===== src/rtl/hazard_ctrl_if.sv =====
// Signal bundle between the pipeline datapath (master) and the hazard controller (slave).
// CNT_W must match the CNT_W of the hazard_ctrl instance using it.
interface hazard_ctrl_if #(
    parameter int unsigned CNT_W = 16
);
    logic [4:0]       ra1_d;
    logic [4:0]       ra2_d;
    logic             uses_ra1_d;
    logic             uses_ra2_d;
    logic [4:0]       ra1_e;
    logic [4:0]       ra2_e;
    logic [4:0]       write_reg_e;
    logic             reg_write_e;
    logic             mem_to_reg_e;
    logic             branch_taken_e;
    logic [4:0]       write_reg_m;
    logic             reg_write_m;
    logic [4:0]       write_reg_w;
    logic             reg_write_w;
    logic             stall_f;
    logic             stall_d;
    logic             stall_e;
    logic             flush_fd;
    logic             flush_de;
    logic [1:0]       fwd_a_e;
    logic [1:0]       fwd_b_e;
    logic             busy;
    logic [CNT_W-1:0] stall_cnt;

    modport master (
        output ra1_d, ra2_d, uses_ra1_d, uses_ra2_d, ra1_e, ra2_e,
        output write_reg_e, reg_write_e, mem_to_reg_e, branch_taken_e,
        output write_reg_m, reg_write_m, write_reg_w, reg_write_w,
        input  stall_f, stall_d, stall_e, flush_fd, flush_de,
        input  fwd_a_e, fwd_b_e, busy, stall_cnt
    );

    modport slave (
        input  ra1_d, ra2_d, uses_ra1_d, uses_ra2_d, ra1_e, ra2_e,
        input  write_reg_e, reg_write_e, mem_to_reg_e, branch_taken_e,
        input  write_reg_m, reg_write_m, write_reg_w, reg_write_w,
        output stall_f, stall_d, stall_e, flush_fd, flush_de,
        output fwd_a_e, fwd_b_e, busy, stall_cnt
    );
endinterface


===== src/rtl/hazard_ctrl.sv =====
// Pipeline hazard controller: operand forwarding, load-use bubbles, branch flushes and
// full-pipeline stretch while a multi-cycle load occupies the memory stage.
module hazard_ctrl #(
    parameter int unsigned LOAD_LAT = 2,
    parameter int unsigned CNT_W    = 16
) (
    input logic          i_clk,
    input logic          i_rst_n,
    hazard_ctrl_if.slave bus
);
    localparam int unsigned CntW      = (LOAD_LAT > 1) ? $clog2(LOAD_LAT) : 1;
    localparam bit          MultiCyc  = (LOAD_LAT > 1);
    localparam logic [CntW-1:0] CntLoad = CntW'(LOAD_LAT - 1);

    typedef enum logic [0:0] {StIdle, StMemWait} state_e;

    state_e           r_state;
    logic [CntW-1:0]  r_cnt;
    logic [CNT_W-1:0] r_stall_cnt;

    logic       w_load_e;
    logic       w_lu;
    logic       w_stall_f;
    logic       w_stall_d;
    logic       w_stall_e;
    logic       w_flush_fd;
    logic       w_flush_de;
    logic       w_busy;
    logic [1:0] w_fwd_a;
    logic [1:0] w_fwd_b;

    function automatic logic [1:0] fwd_sel(input logic [4:0] ra, input logic wm,
                                           input logic [4:0] rm, input logic ww,
                                           input logic [4:0] rw);
        if (ra != 5'd0 && wm && rm == ra) begin
            return 2'b10;
        end else if (ra != 5'd0 && ww && rw == ra) begin
            return 2'b01;
        end
        return 2'b00;
    endfunction

    assign w_load_e = bus.mem_to_reg_e && bus.reg_write_e;
    assign w_lu     = w_load_e && (bus.write_reg_e != 5'd0) &&
                      ((bus.uses_ra1_d && bus.write_reg_e == bus.ra1_d) ||
                       (bus.uses_ra2_d && bus.write_reg_e == bus.ra2_d));

    // Outputs are gated by the async reset so they drop without waiting for an edge.
    always_comb begin
        w_stall_f  = 1'b0;
        w_stall_d  = 1'b0;
        w_stall_e  = 1'b0;
        w_flush_fd = 1'b0;
        w_flush_de = 1'b0;
        w_busy     = 1'b0;
        w_fwd_a    = 2'b00;
        w_fwd_b    = 2'b00;
        if (i_rst_n) begin
            w_fwd_a = fwd_sel(bus.ra1_e, bus.reg_write_m, bus.write_reg_m,
                              bus.reg_write_w, bus.write_reg_w);
            w_fwd_b = fwd_sel(bus.ra2_e, bus.reg_write_m, bus.write_reg_m,
                              bus.reg_write_w, bus.write_reg_w);
            if (r_state == StMemWait) begin
                w_stall_f = 1'b1;
                w_stall_d = 1'b1;
                w_stall_e = 1'b1;
                w_busy    = 1'b1;
            end else if (bus.branch_taken_e) begin
                w_flush_fd = 1'b1;
                w_flush_de = 1'b1;
            end else if (w_lu) begin
                w_stall_f  = 1'b1;
                w_stall_d  = 1'b1;
                w_flush_de = 1'b1;
            end
        end
    end

    always_ff @(posedge i_clk or negedge i_rst_n) begin
        if (!i_rst_n) begin
            r_state     <= StIdle;
            r_cnt       <= '0;
            r_stall_cnt <= '0;
        end else begin
            if (w_stall_d && r_stall_cnt != '1) begin
                r_stall_cnt <= r_stall_cnt + 1'b1;
            end
            case (r_state)
                StIdle: begin
                    if (MultiCyc && w_load_e && !w_stall_e) begin
                        r_state <= StMemWait;
                        r_cnt   <= CntLoad;
                    end
                end
                StMemWait: begin
                    if (r_cnt == CntW'(1)) begin
                        r_state <= StIdle;
                        r_cnt   <= '0;
                    end else begin
                        r_cnt <= r_cnt - 1'b1;
                    end
                end
                default: begin
                    r_state <= StIdle;
                    r_cnt   <= '0;
                end
            endcase
        end
    end

    assign bus.stall_f   = w_stall_f;
    assign bus.stall_d   = w_stall_d;
    assign bus.stall_e   = w_stall_e;
    assign bus.flush_fd  = w_flush_fd;
    assign bus.flush_de  = w_flush_de;
    assign bus.fwd_a_e   = w_fwd_a;
    assign bus.fwd_b_e   = w_fwd_b;
    assign bus.busy      = w_busy;
    assign bus.stall_cnt = r_stall_cnt;
endmodule


===== src/flat_wrapper.sv =====
// flat-port wrapper written by rule: the top's interface ports become plain ports
module hazard_ctrl_flat 
#(
    parameter int unsigned LOAD_LAT = 2,
    parameter int unsigned CNT_W    = 16
)
  (i_clk, i_rst_n, bus_ra1_d, bus_ra2_d, bus_uses_ra1_d, bus_uses_ra2_d, bus_ra1_e, bus_ra2_e, bus_write_reg_e, bus_reg_write_e, bus_mem_to_reg_e, bus_branch_taken_e, bus_write_reg_m, bus_reg_write_m, bus_write_reg_w, bus_reg_write_w, bus_stall_f, bus_stall_d, bus_stall_e, bus_flush_fd, bus_flush_de, bus_fwd_a_e, bus_fwd_b_e, bus_busy, bus_stall_cnt);
  hazard_ctrl_if #(.CNT_W(CNT_W)) bus_i ();
  input logic i_clk;
  input logic i_rst_n;
  input wire logic [$bits(bus_i.ra1_d)-1:0] bus_ra1_d;
  input wire logic [$bits(bus_i.ra2_d)-1:0] bus_ra2_d;
  input wire logic [$bits(bus_i.uses_ra1_d)-1:0] bus_uses_ra1_d;
  input wire logic [$bits(bus_i.uses_ra2_d)-1:0] bus_uses_ra2_d;
  input wire logic [$bits(bus_i.ra1_e)-1:0] bus_ra1_e;
  input wire logic [$bits(bus_i.ra2_e)-1:0] bus_ra2_e;
  input wire logic [$bits(bus_i.write_reg_e)-1:0] bus_write_reg_e;
  input wire logic [$bits(bus_i.reg_write_e)-1:0] bus_reg_write_e;
  input wire logic [$bits(bus_i.mem_to_reg_e)-1:0] bus_mem_to_reg_e;
  input wire logic [$bits(bus_i.branch_taken_e)-1:0] bus_branch_taken_e;
  input wire logic [$bits(bus_i.write_reg_m)-1:0] bus_write_reg_m;
  input wire logic [$bits(bus_i.reg_write_m)-1:0] bus_reg_write_m;
  input wire logic [$bits(bus_i.write_reg_w)-1:0] bus_write_reg_w;
  input wire logic [$bits(bus_i.reg_write_w)-1:0] bus_reg_write_w;
  output wire logic [$bits(bus_i.stall_f)-1:0] bus_stall_f;
  output wire logic [$bits(bus_i.stall_d)-1:0] bus_stall_d;
  output wire logic [$bits(bus_i.stall_e)-1:0] bus_stall_e;
  output wire logic [$bits(bus_i.flush_fd)-1:0] bus_flush_fd;
  output wire logic [$bits(bus_i.flush_de)-1:0] bus_flush_de;
  output wire logic [$bits(bus_i.fwd_a_e)-1:0] bus_fwd_a_e;
  output wire logic [$bits(bus_i.fwd_b_e)-1:0] bus_fwd_b_e;
  output wire logic [$bits(bus_i.busy)-1:0] bus_busy;
  output wire logic [$bits(bus_i.stall_cnt)-1:0] bus_stall_cnt;
  assign bus_i.ra1_d = bus_ra1_d;
  assign bus_i.ra2_d = bus_ra2_d;
  assign bus_i.uses_ra1_d = bus_uses_ra1_d;
  assign bus_i.uses_ra2_d = bus_uses_ra2_d;
  assign bus_i.ra1_e = bus_ra1_e;
  assign bus_i.ra2_e = bus_ra2_e;
  assign bus_i.write_reg_e = bus_write_reg_e;
  assign bus_i.reg_write_e = bus_reg_write_e;
  assign bus_i.mem_to_reg_e = bus_mem_to_reg_e;
  assign bus_i.branch_taken_e = bus_branch_taken_e;
  assign bus_i.write_reg_m = bus_write_reg_m;
  assign bus_i.reg_write_m = bus_reg_write_m;
  assign bus_i.write_reg_w = bus_write_reg_w;
  assign bus_i.reg_write_w = bus_reg_write_w;
  assign bus_stall_f = bus_i.stall_f;
  assign bus_stall_d = bus_i.stall_d;
  assign bus_stall_e = bus_i.stall_e;
  assign bus_flush_fd = bus_i.flush_fd;
  assign bus_flush_de = bus_i.flush_de;
  assign bus_fwd_a_e = bus_i.fwd_a_e;
  assign bus_fwd_b_e = bus_i.fwd_b_e;
  assign bus_busy = bus_i.busy;
  assign bus_stall_cnt = bus_i.stall_cnt;
  hazard_ctrl #(.LOAD_LAT(LOAD_LAT), .CNT_W(CNT_W)) u_core (.i_clk(i_clk), .i_rst_n(i_rst_n), .bus(bus_i));
endmodule

===== config.mk =====
export PLATFORM = sky130hd
export DESIGN_NAME = hazard_ctrl_flat
export DESIGN_NICKNAME = d
export VERILOG_FILES = /design/src/rtl/hazard_ctrl_if.sv /design/src/rtl/hazard_ctrl.sv /design/src/flat_wrapper.sv
export SDC_FILE = /design/constraint.sdc
export NUM_CORES = 1
export LEC_CHECK = 0
export CAP_MARGIN = 20
export CORE_MARGIN = 8
export CORE_UTILIZATION = 30
export DETAILED_ROUTE_END_ITERATION = 12
export GPL_ROUTABILITY_DRIVEN = 0
export PLACE_DENSITY_LB_ADDON = 0.12
export RECOVER_POWER = 50
export SYNTH_ARGS = -nofsm -noshare
export SYNTH_HDL_FRONTEND = slang
export SYNTH_SLANG_ARGS = --single-unit

===== constraint.sdc =====
create_clock -name i_clk -period 3.9 [get_ports i_clk]
set_clock_uncertainty 0.1 [all_clocks]
set_input_delay 0.585 -clock i_clk [delete_from_list [all_inputs] [get_ports i_clk]]
set_output_delay 0.585 -clock i_clk [all_outputs]
set_load 0.05 [all_outputs]

# Word-level counts from Yosys, hierarchy flattened
# Cells that the tools add are included.
dict set report totals {
  reg_bits 18
  in_bits 44
}
dict set report op_classes {
  mux 32
  n_bitwise 1
  reduce_logical 20
  add_sub_neg 2
  eq_ne 8
}
# cell count
set ops {}
lappend ops {{$eq A5 B5 Y1} 6}
lappend ops {{$mux W1} 22}
lappend ops {{$add A16 B1 Y16 const B} 1}
lappend ops {{$mux W2} 8}
lappend ops {{$ne A16 B16 Y1 const B} 1}
lappend ops {{$logic_and A1 B1 Y1} 15}
lappend ops {{$reduce_bool A5 Y1} 3}
lappend ops {{$pmux W1 S2} 2}
lappend ops {{$ne A2 B1 Y1 const B} 1}
lappend ops {{$logic_not A1 Y1} 1}
lappend ops {{$logic_or A1 B1 Y1} 1}
lappend ops {{$not A1 Y1} 1}
lappend ops {{$sub A1 B1 Y1 const B} 1}

# Longest topological paths before layout
# Gate-level depths: netlist (run 1).
dict set report depth {
  ltp_word 9
  ltp_mapped 8
  depth_no_buf 7
}

# Worst setup path before layout (run 1)
# OpenSTA, ideal clock, no wires.
dict set report synth_timing {
  kind {input-to-output}
  from {in bus_write_reg_e[3]}
  to {out bus_stall_f}
  path_stages 5
  t_required_ns 3.215
  arrival_ns 2.878
  setup_slack_ns 0.337
  path_cell_list {xor2_1 -> nor4_1 -> a32oi_1 -> o31ai_1 -> buf_4}
}
dict set report synth_via {
  elab_chain_cells 8
  word_cells_on_any_way 12
  classes_between {2 x eq/ne; 4 x mux; 6 x reduce/logical}
}
# element line
set synth_lines {}
lappend synth_lines {{start: declaration} flat_wrapper.sv:17} ;# input wire logic [$bits(bus_i.write_reg_e)-1:0] bus_write_reg_e;
lappend synth_lines {{$eq A5 B5 Y1 (on tied branches)} {hazard_ctrl.sv:45, hazard_ctrl.sv:46}}
lappend synth_lines {{$logic_and A1 B1 Y1 (on tied branches)} {hazard_ctrl.sv:45, hazard_ctrl.sv:46}}
lappend synth_lines {{$logic_or A1 B1 Y1} hazard_ctrl.sv:45} ;# ((bus.uses_ra1_d && bus.write_reg_e == bus.ra1_d) ||
lappend synth_lines {{$logic_and A1 B1 Y1 *} hazard_ctrl.sv:44} ;# assign w_lu = w_load_e && (bus.write_reg_e != 5'd0) &&
lappend synth_lines {{$mux W1 * (4 in series)} -}
lappend synth_lines {{end: declaration} flat_wrapper.sv:25} ;# output wire logic [$bits(bus_i.stall_f)-1:0] bus_stall_f;
# Every way passes the cells marked *; elsewhere a longest branch is shown, timed or not.

# Worst setup path in the final report (run 1)
dict set report layout_timing {
  from {in bus_ra2_e[0]}
  to {out bus_fwd_b_e[1]}
}
dict set report layout_via {
  elab_chain_cells 8
  word_cells_on_any_way 13
  classes_between {2 x eq/ne; 6 x mux; 5 x reduce/logical}
}
# element line
set layout_lines {}
lappend layout_lines {{start: declaration} flat_wrapper.sv:16} ;# input wire logic [$bits(bus_i.ra2_e)-1:0] bus_ra2_e;
lappend layout_lines {{$reduce_bool A5 Y1} {hazard_ctrl.sv:35, hazard_ctrl.sv:37}}
lappend layout_lines {{$logic_and A1 B1 Y1 (2 in series)} hazard_ctrl.sv:37} ;# end else if (ra != 5'd0 && ww && rw == ra) begin
lappend layout_lines {{$mux W1} hazard_ctrl.sv:37}
lappend layout_lines {{$mux W1} hazard_ctrl.sv:35} ;# if (ra != 5'd0 && wm && rm == ra) begin
lappend layout_lines {{$mux W1} hazard_ctrl.sv:58} ;# if (i_rst_n) begin
lappend layout_lines {{$mux W2 *} hazard_ctrl.sv:40} ;# return 2'b00;
lappend layout_lines {{$mux W2 *} hazard_ctrl.sv:58}
lappend layout_lines {{end: declaration} flat_wrapper.sv:31} ;# output wire logic [$bits(bus_i.fwd_b_e)-1:0] bus_fwd_b_e;
# Every way passes the cells marked *; elsewhere a longest branch is shown, timed or not. The select of a mux whose other input is x is not followed.

==> summary.md, run 1 <==
| Metric | Value |
|---|---|
| Status | complete, no violations |
| Sequential power share | 0.344 |
| Post-synthesis mux area share | 0.0162 |
| Layout cells sized above 1 | 0.0891 |
| CP max-delay cell | clkdlybuf4s50_1 |
| Boundary pin count | 70 |
| Synth Area in Adders | 0.00955 |
| RSZ-0062 raised after global routing | no |
| Largest family of logic cells by synthesized area | XOR/XNOR gates |
| F_max | 0.295 GHz |
| # Post-CTS Setup Buffers | 0 |
| Data arrival time of the worst path | 2.71 ns |
| Initial antenna violation count | 0 |
| Drt pass-1 iters | 4 |
| Max-slew violations | 0 |
| Crit path max fanout | 3 |
| Comb pwr share | 0.463 |
| Die outline area | 6740 sq um |
| CTS sink cnt | 18 |
| Worst Setup Path Type | primary input to primary output |
| DP HPWL | 3.34 mm |
| Max Cap Viol | 0 |
| 1st-iter DRT viols | 49 |
| Clock-pin slew on the worst setup and hold paths | 0.06 ns |
| Final WL | 3.96 mm |
| Sw Ratio | 0.412 |
| Vias/cell | 4.94 |
| Syn. warnings | 0 |
| Syn Inst Count | 132 |
| Synthesized area per cell | 9.92 sq um |
| Hold WC Path Type | register to register |
| Final WS setup | 0.507 ns |
| Critical Path RT | 3.21 ns |
| Clk_lat worst skew | 0.25 ns |
| Post-Syn Area | 1310 sq um |
| H-tree depth reported by CTS | 1 |
| Post-synthesis simple-gate area fraction | 0.255 |
| Tmin final | 3.39 ns |
| Crit path top cell by count | clkdlybuf4s50_1 |
| Crit path largest cell delay | 0.70 ns |
| Sw Pwr | 0.000318 W |
| Vias | 1256 |
| Largest net degree at the start of global routing | 20 |
| Hold Path Origin | u_core.r_cnt$_DFFE_PN0P_ |
| # hold bufs at CTS | 0 |
| Antenna Violating Nets Remaining | 0 |
| Library cells used by synthesis | 31 |
| Reg2reg path depth | 6 |
| Vias in the first global route | 1274 |
| Cells along the critical path | clkdlybuf4s50_1, or4_1, nor2_1, nor4_1, and2_1, clkdlybuf4s50_1 |
| Die H | 82.1 um |
| Clock power share | 0.192 |
| Clk buf depth | 2 |
| Top_reg_cell synth | dfrtp_1 |
| GR Util All Layers | 0.116 |
| R2R setup slack | 1.44 ns |
| Commonest cells after routing, fill and taps aside | 49 x clkdlybuf4s50_1, 32 x xnor2_1, 18 x dfrtp_1 |
| Die X | 82.1 um |
| Critical path startpoint category | primary input |
| Worst Hold End | u_core.r_cnt$_DFFE_PN0P_ |
| # nets final | 248 |
| Post-route setup TNS | 0 ns |
| Endpoint type of the worst setup path | primary output |
| Final Hold Fails | 0 |
| CTS Buf Count | 3 |
| Slew @ Worst Pin | 0.521 ns |
| Pwr Density | 371 nW/um^2 |
| Lkg Pwr | 0.853 nW |
| Buffer and inverter count on the worst path | 2 |
| Post-CTS sizing | 0 |
| Root Driver | clkbuf_8 |
| Min-Delay Path Depth | 1 |
| Final setup fails | 0 |
| CTS tree | done |
| Max_slew headroom | 0.651 |
| Asr flop ratio synth | 1.00 |
| Core area | 4290 sq um |
| Compound-cell area share of the yosys netlist | 0.0458 |
| RR Startpoint | u_core.bus.stall_cnt[0]$_DFFE_PN0P_ |
| Row cnt | 24 |
| CP Depth | 6 |
| DP Worst Slack | 0.517 ns |
| Total grt overflow | 0 |
| Int Pwr | 0.000453 W |
| Most common cell after layout, fill and taps aside | clkdlybuf4s50_1 |
| Syn_nets | 177 |
| Fillcell total | 406 |
| P&R area growth vs syn | 58.8% |
| XOR/XNOR Fraction of Synth Area | 0.301 |
| Wire per inst | 15.6 um |
| Starting density of the core | 0.305 |
| CP top delay family | buffers and inverters |
| Synth Register Bits | 18 |
| Ant diodes | 0 |
| Worst reg2reg endpoint | u_core.bus.stall_cnt[1]$_DFFE_PN0P_ |
| Global-route wire length before repair | 6.11 mm |
| Fin crit share | 0.870 |
| Number of synthesized flops with an enable pin | 0 |
| I/O Buffers | 69 |
| Peak VDD IR | 0.000175 V |
| Register area share after synthesis | 0.344 |
| DRC viols | 0 |
-- power groups by stage --
stage / combinational, W / clock (W) / sequential, W
finish: 0.000357 / 0.000148 / 0.000266
detailed placement: 0.000365 / 0 / 0.000268
CTS: 0.000366 / 0.000154 / 0.000265
global route: 0.000381 / 0.000165 / 0.000273
floorplan: 0.000136 / 0 / 0.000346
global placement: 0.000361 / 0 / 0.000265
-- state kept, by name, summed over array words and instances (netlist names) --
name / count
u_core.r_cnt: 1
u_core.r_state: 1
u_core.bus.stall_cnt: 16
-- worst max-delay path by stage --
stage	start	endpoint
after floorplan	bus_write_reg_e[3]	bus_stall_f
after global placement	bus_ra2_e[0]	bus_fwd_b_e[1]
after detailed placement	bus_ra2_e[0]	bus_fwd_b_e[1]
after CTS	bus_ra2_e[0]	bus_fwd_b_e[1]
after global routing	bus_ra2_e[3]	bus_fwd_b_e[1]
final	bus_ra2_e[0]	bus_fwd_b_e[1]
-- synthesized netlist by cell type, types with 2 or more instances --
cell type,number,area [sq um]
and2_1,3,18.8
and3_1,6,37.5
and4_1,2,17.5
and4_4,2,22.5
buf_4,2,15.0
dfrtp_1,18,450
inv_1,2,7.51
nand2_1,6,22.5
nand3_1,5,25.0
nand4_1,12,75.1
nor2_1,4,15.0
nor4_1,6,37.5
or4_1,3,22.5
xnor2_1,32,280
xor2_1,13,114
-- cell type report --
cell class | instances | area [sq um] | share of cell area
flip-flops and latches | 18 | 450 | 0.216
clock buffers | 4 | 55.1 | 0.0265
well taps | 52 | 65.1 | 0.0313
inverters | 2 | 7.51 | 0.00361
multi-input cells | 108 | 822 | 0.395
repair buffers | 70 | 681 | 0.327
-- layer usage --
metal,vias to the layer above,wire length (um),global-route usage
met5,-,0,0
met4,0,33,0.0316
met3,2,337,0.0372
met2,41,1960,0.208
met1,598,1630,0.129
li1,615,-,-
-- stage by stage --
stage | power, W | hold slack [ns] | util | cell area [sq um] | cells
detailed placement | 0.000633 | 0.375 | 0.472 | 2030 | 250
floorplan | 0.000482 | 0.189 | - | 1310 | 132
CTS | 0.000785 | 0.384 | 0.485 | 2080 | 254
global placement | 0.000626 | 0.363 | 0.472 | 2030 | 250
finish | 0.000771 | 0.386 | 0.485 | 2080 | 254
global route | 0.000818 | 0.421 | 0.485 | 2080 | 254
-- kinds of logic (layout without fill, tap and decap cells) --
logic type                 after synthesis  in the layout
AOI/OAI and AO/OA                        6              6
adders and majority gates                1              1
and+or+nand+nor                         54             54
buffers and inverters                    6             76
xor gates and xnor gates                45             45
muxes                                    2              2
DFF                                     18             18
Note: power is estimated with default switching activity, not from simulation.
==> run 2, diff against run 1 <==
Settings changed: ABC_AREA set to 1, PLACE_DENSITY set to 0.7, PLACE_DENSITY_LB_ADDON 0.12 to not set.
Clock period 3.9 ns to 3.4 ns, I/O delays scaled along.
==> summary.md, run 2 <==
| Metric | Value |
|---|---|
| Slew @ Worst Pin | 0.513 ns |
| Tmin final | 2.76 ns |
| Post-Syn Area | 1610 sq um |
| Fin crit share | 0.813 |
| Total grt overflow | 0 |
| Syn_nets | 298 |
| Data arrival time of the worst path | 2.15 ns |
| Synth top area share | 0.280 |
| Syn Inst Count | 253 |
| # hold bufs at CTS | 0 |
| Asr flop ratio synth | 1.00 |
| H-tree depth reported by CTS | 1 |
| Final Hold Fails | 0 |
| Initial antenna violation count | 0 |
| Max Cap Viol | 0 |
| Status | complete, no violations |
| 1st-iter DRT viols | 67 |
| Ant diodes | 0 |
| Fillcell total | 516 |
| DRC viols | 0 |
| Row cnt | 26 |
| Worst Setup Path Type | primary input to primary output |
| Synth Register Bits | 18 |
| Hold WS | 0.393 ns |
| Final setup fails | 0 |
| Vias | 1792 |
| Core area | 5140 sq um |
| Synth top area cells | dfrtp_1 28%, nand2_1 19%, nand3_1 9.6%, inv_1 7.2%, xnor2_1 6.5% |
| Wire per inst | 12.3 um |
| Max-slew violations | 0 |
| Hold WC Path Type | register to register |
| Global-route wire length before repair | 7.53 mm |
| Syn. warnings | 0 |
| Die H | 89.3 um |
| CTS Buf Count | 3 |
| Area used by multi-input combinational logic | 990 sq um |
| Endpoint type of the worst setup path | primary output |
| Post-route setup TNS | 0 ns |
| Register area share after synthesis | 0.280 |
| Die outline area | 7970 sq um |
| Clock-pin slew on the worst setup and hold paths | 0.07 ns |
| Commonest cells after routing, fill and taps aside | 82 x nand2_1, 46 x clkdlybuf4s50_1, 31 x inv_1, 31 x nand3_1, 27 x nor2_1 |
| GR Util All Layers | 0.119 |
| Crit path max fanout | 21 |
| Top cell type by total area after synthesis | dfrtp_1 |
| Critical path startpoint category | primary input |
| Top-count cell post-synth | nand2_1 |
| Drt pass-1 iters | 4 |
| Largest net degree at the start of global routing | 22 |
| Clk_lat worst skew | 0.26 ns |
| DP HPWL | 3.98 mm |
| # Post-CTS Setup Buffers | 0 |
| Pwr Density | 394 nW/um^2 |
| Lkg Pwr | 1.25 nW |
| CTS tree | done |
| Root Driver | clkbuf_8 |
| Clk buf depth | 2 |
| I/O Buffers | 69 |
| Post-CTS sizing | 0 |
| Vias/cell | 4.57 |
| Layout cells sized above 1 | 0.0776 |
| Max_slew headroom | 0.657 |
| R2R setup slack | 1.53 ns |
| Top_reg_cell synth | dfrtp_1 |
| Critical Path RT | 2.79 ns |
| CTS sink cnt | 18 |
| Peak VDD IR | 0.000235 V |
| F_max | 0.362 GHz |
| RSZ-0062 raised after global routing | no |
| Top cells by count, synth | 82 x nand2_1, 31 x inv_1, 31 x nand3_1 |
| Antenna Violating Nets Remaining | 0 |
| Boundary pin count | 70 |
| # nets final | 368 |
| Library cells used by synthesis | 27 |
| Starting density of the core | 0.313 |
| Most common cell after layout, fill and taps aside | nand2_1 |
| Storage element area | 450 sq um |
| Final WL | 4.81 mm |
| Vias in the first global route | 1673 |
| Die X | 89.3 um |
| Flip-flop count of the largest register after layout | 16 |
| P&R area growth vs syn | 56.0% |
| Synthesized area per cell | 6.36 sq um |
| Number of synthesized flops with an enable pin | 0 |
-- run 2: cell types whose count changed in the layout (fill, tap and decap cells not counted), moves of 4 or more --
cell / delta
nand3_1: +26
buf_12: +10
nand2_1: +76
inv_1: +29
buf_4: -7
nor2_1: +23
nor4_1: -6
and3_1: -5
nand4_1: -7
nor3_1: +5
inv_2: +4
xnor2_1: -20
-- run 2: through the flow --
step | worst slack (ns) | utilization | total power, W | cells | instance area [sq um]
3_5_place_dp | 0.690 | 0.478 | 0.000826 | 388 | 2460
6_report | 0.637 | 0.489 | 0.000989 | 392 | 2510
4_1_cts | 0.683 | 0.489 | 0.00100 | 392 | 2510
5_1_grt | 0.496 | 0.489 | 0.00104 | 392 | 2510
3_3_place_gp | 0.718 | 0.478 | 0.000820 | 388 | 2460
2_1_floorplan | 1.11 | - | 0.000607 | 253 | 1610
-- run 2: per-layer routing --
layer / GRT usage / vias to the layer above / part of all wire
met5: 0 / - / 0
met3: 0.0230 / 2 / 0.039
li1: - / 939 / -
met4: 0.0181 / 0 / 0.0064
met2: 0.233 / 35 / 0.53
met1: 0.130 / 816 / 0.43
-- run 2: final timing paths --
kind,from,to,cells past startpoint
max,i_rst_n,bus_stall_f,7
min,u_core.r_state$_DFF_PN0_,u_core.r_cnt$_DFFE_PN0P_,1
max reg2reg,u_core.bus.stall_cnt[0]$_DFFE_PN0P_,u_core.bus.stall_cnt[4]$_DFFE_PN0P_,9
min reg2reg,u_core.r_state$_DFF_PN0_,u_core.r_cnt$_DFFE_PN0P_,1
max in group asynchronous,i_rst_n,u_core.bus.stall_cnt[12]$_DFFE_PN0P_,2
min in group asynchronous,i_rst_n,u_core.bus.stall_cnt[6]$_DFFE_PN0P_,2
-- run 2: cell families (layout without fill, tap and decap cells) --
group,count (synthesis),after routing,share of synthesized area
DFF,18,18,0.280
and+or+nand+nor,159,159,0.434
AOI/OAI and AO/OA,11,11,0.0427
xor gates and xnor gates,24,24,0.131
buffers and inverters,40,109,0.106
adders and majority gates,1,1,0.00777
-- run 2: area by class of cell --
cell class / instances / area share
Clock buffer: 4 / 0.0219
Inverter: 35 / 0.0523
Multi-Input combinational cell: 195 / 0.394
Sequential cell: 18 / 0.179
Tap cell: 70 / 0.0349
Timing Repair Buffer: 70 / 0.318
-- run 2: worst max-delay path, stage by stage --
cell           delay [ns]
dlygate4sd3_1        0.56
buf_4                0.29
inv_1                0.13
nor2_1               0.10
nand3_1              0.12
nand2_4              0.25
buf_12               0.18
-- run 2: power breakdown --
| group | switching [W] | internal [W] |
|---|---|---|
| registers | 0.0000398 | 0.000251 |
| logic | 0.000311 | 0.000209 |
| clock network | 0.0000756 | 0.000103 |
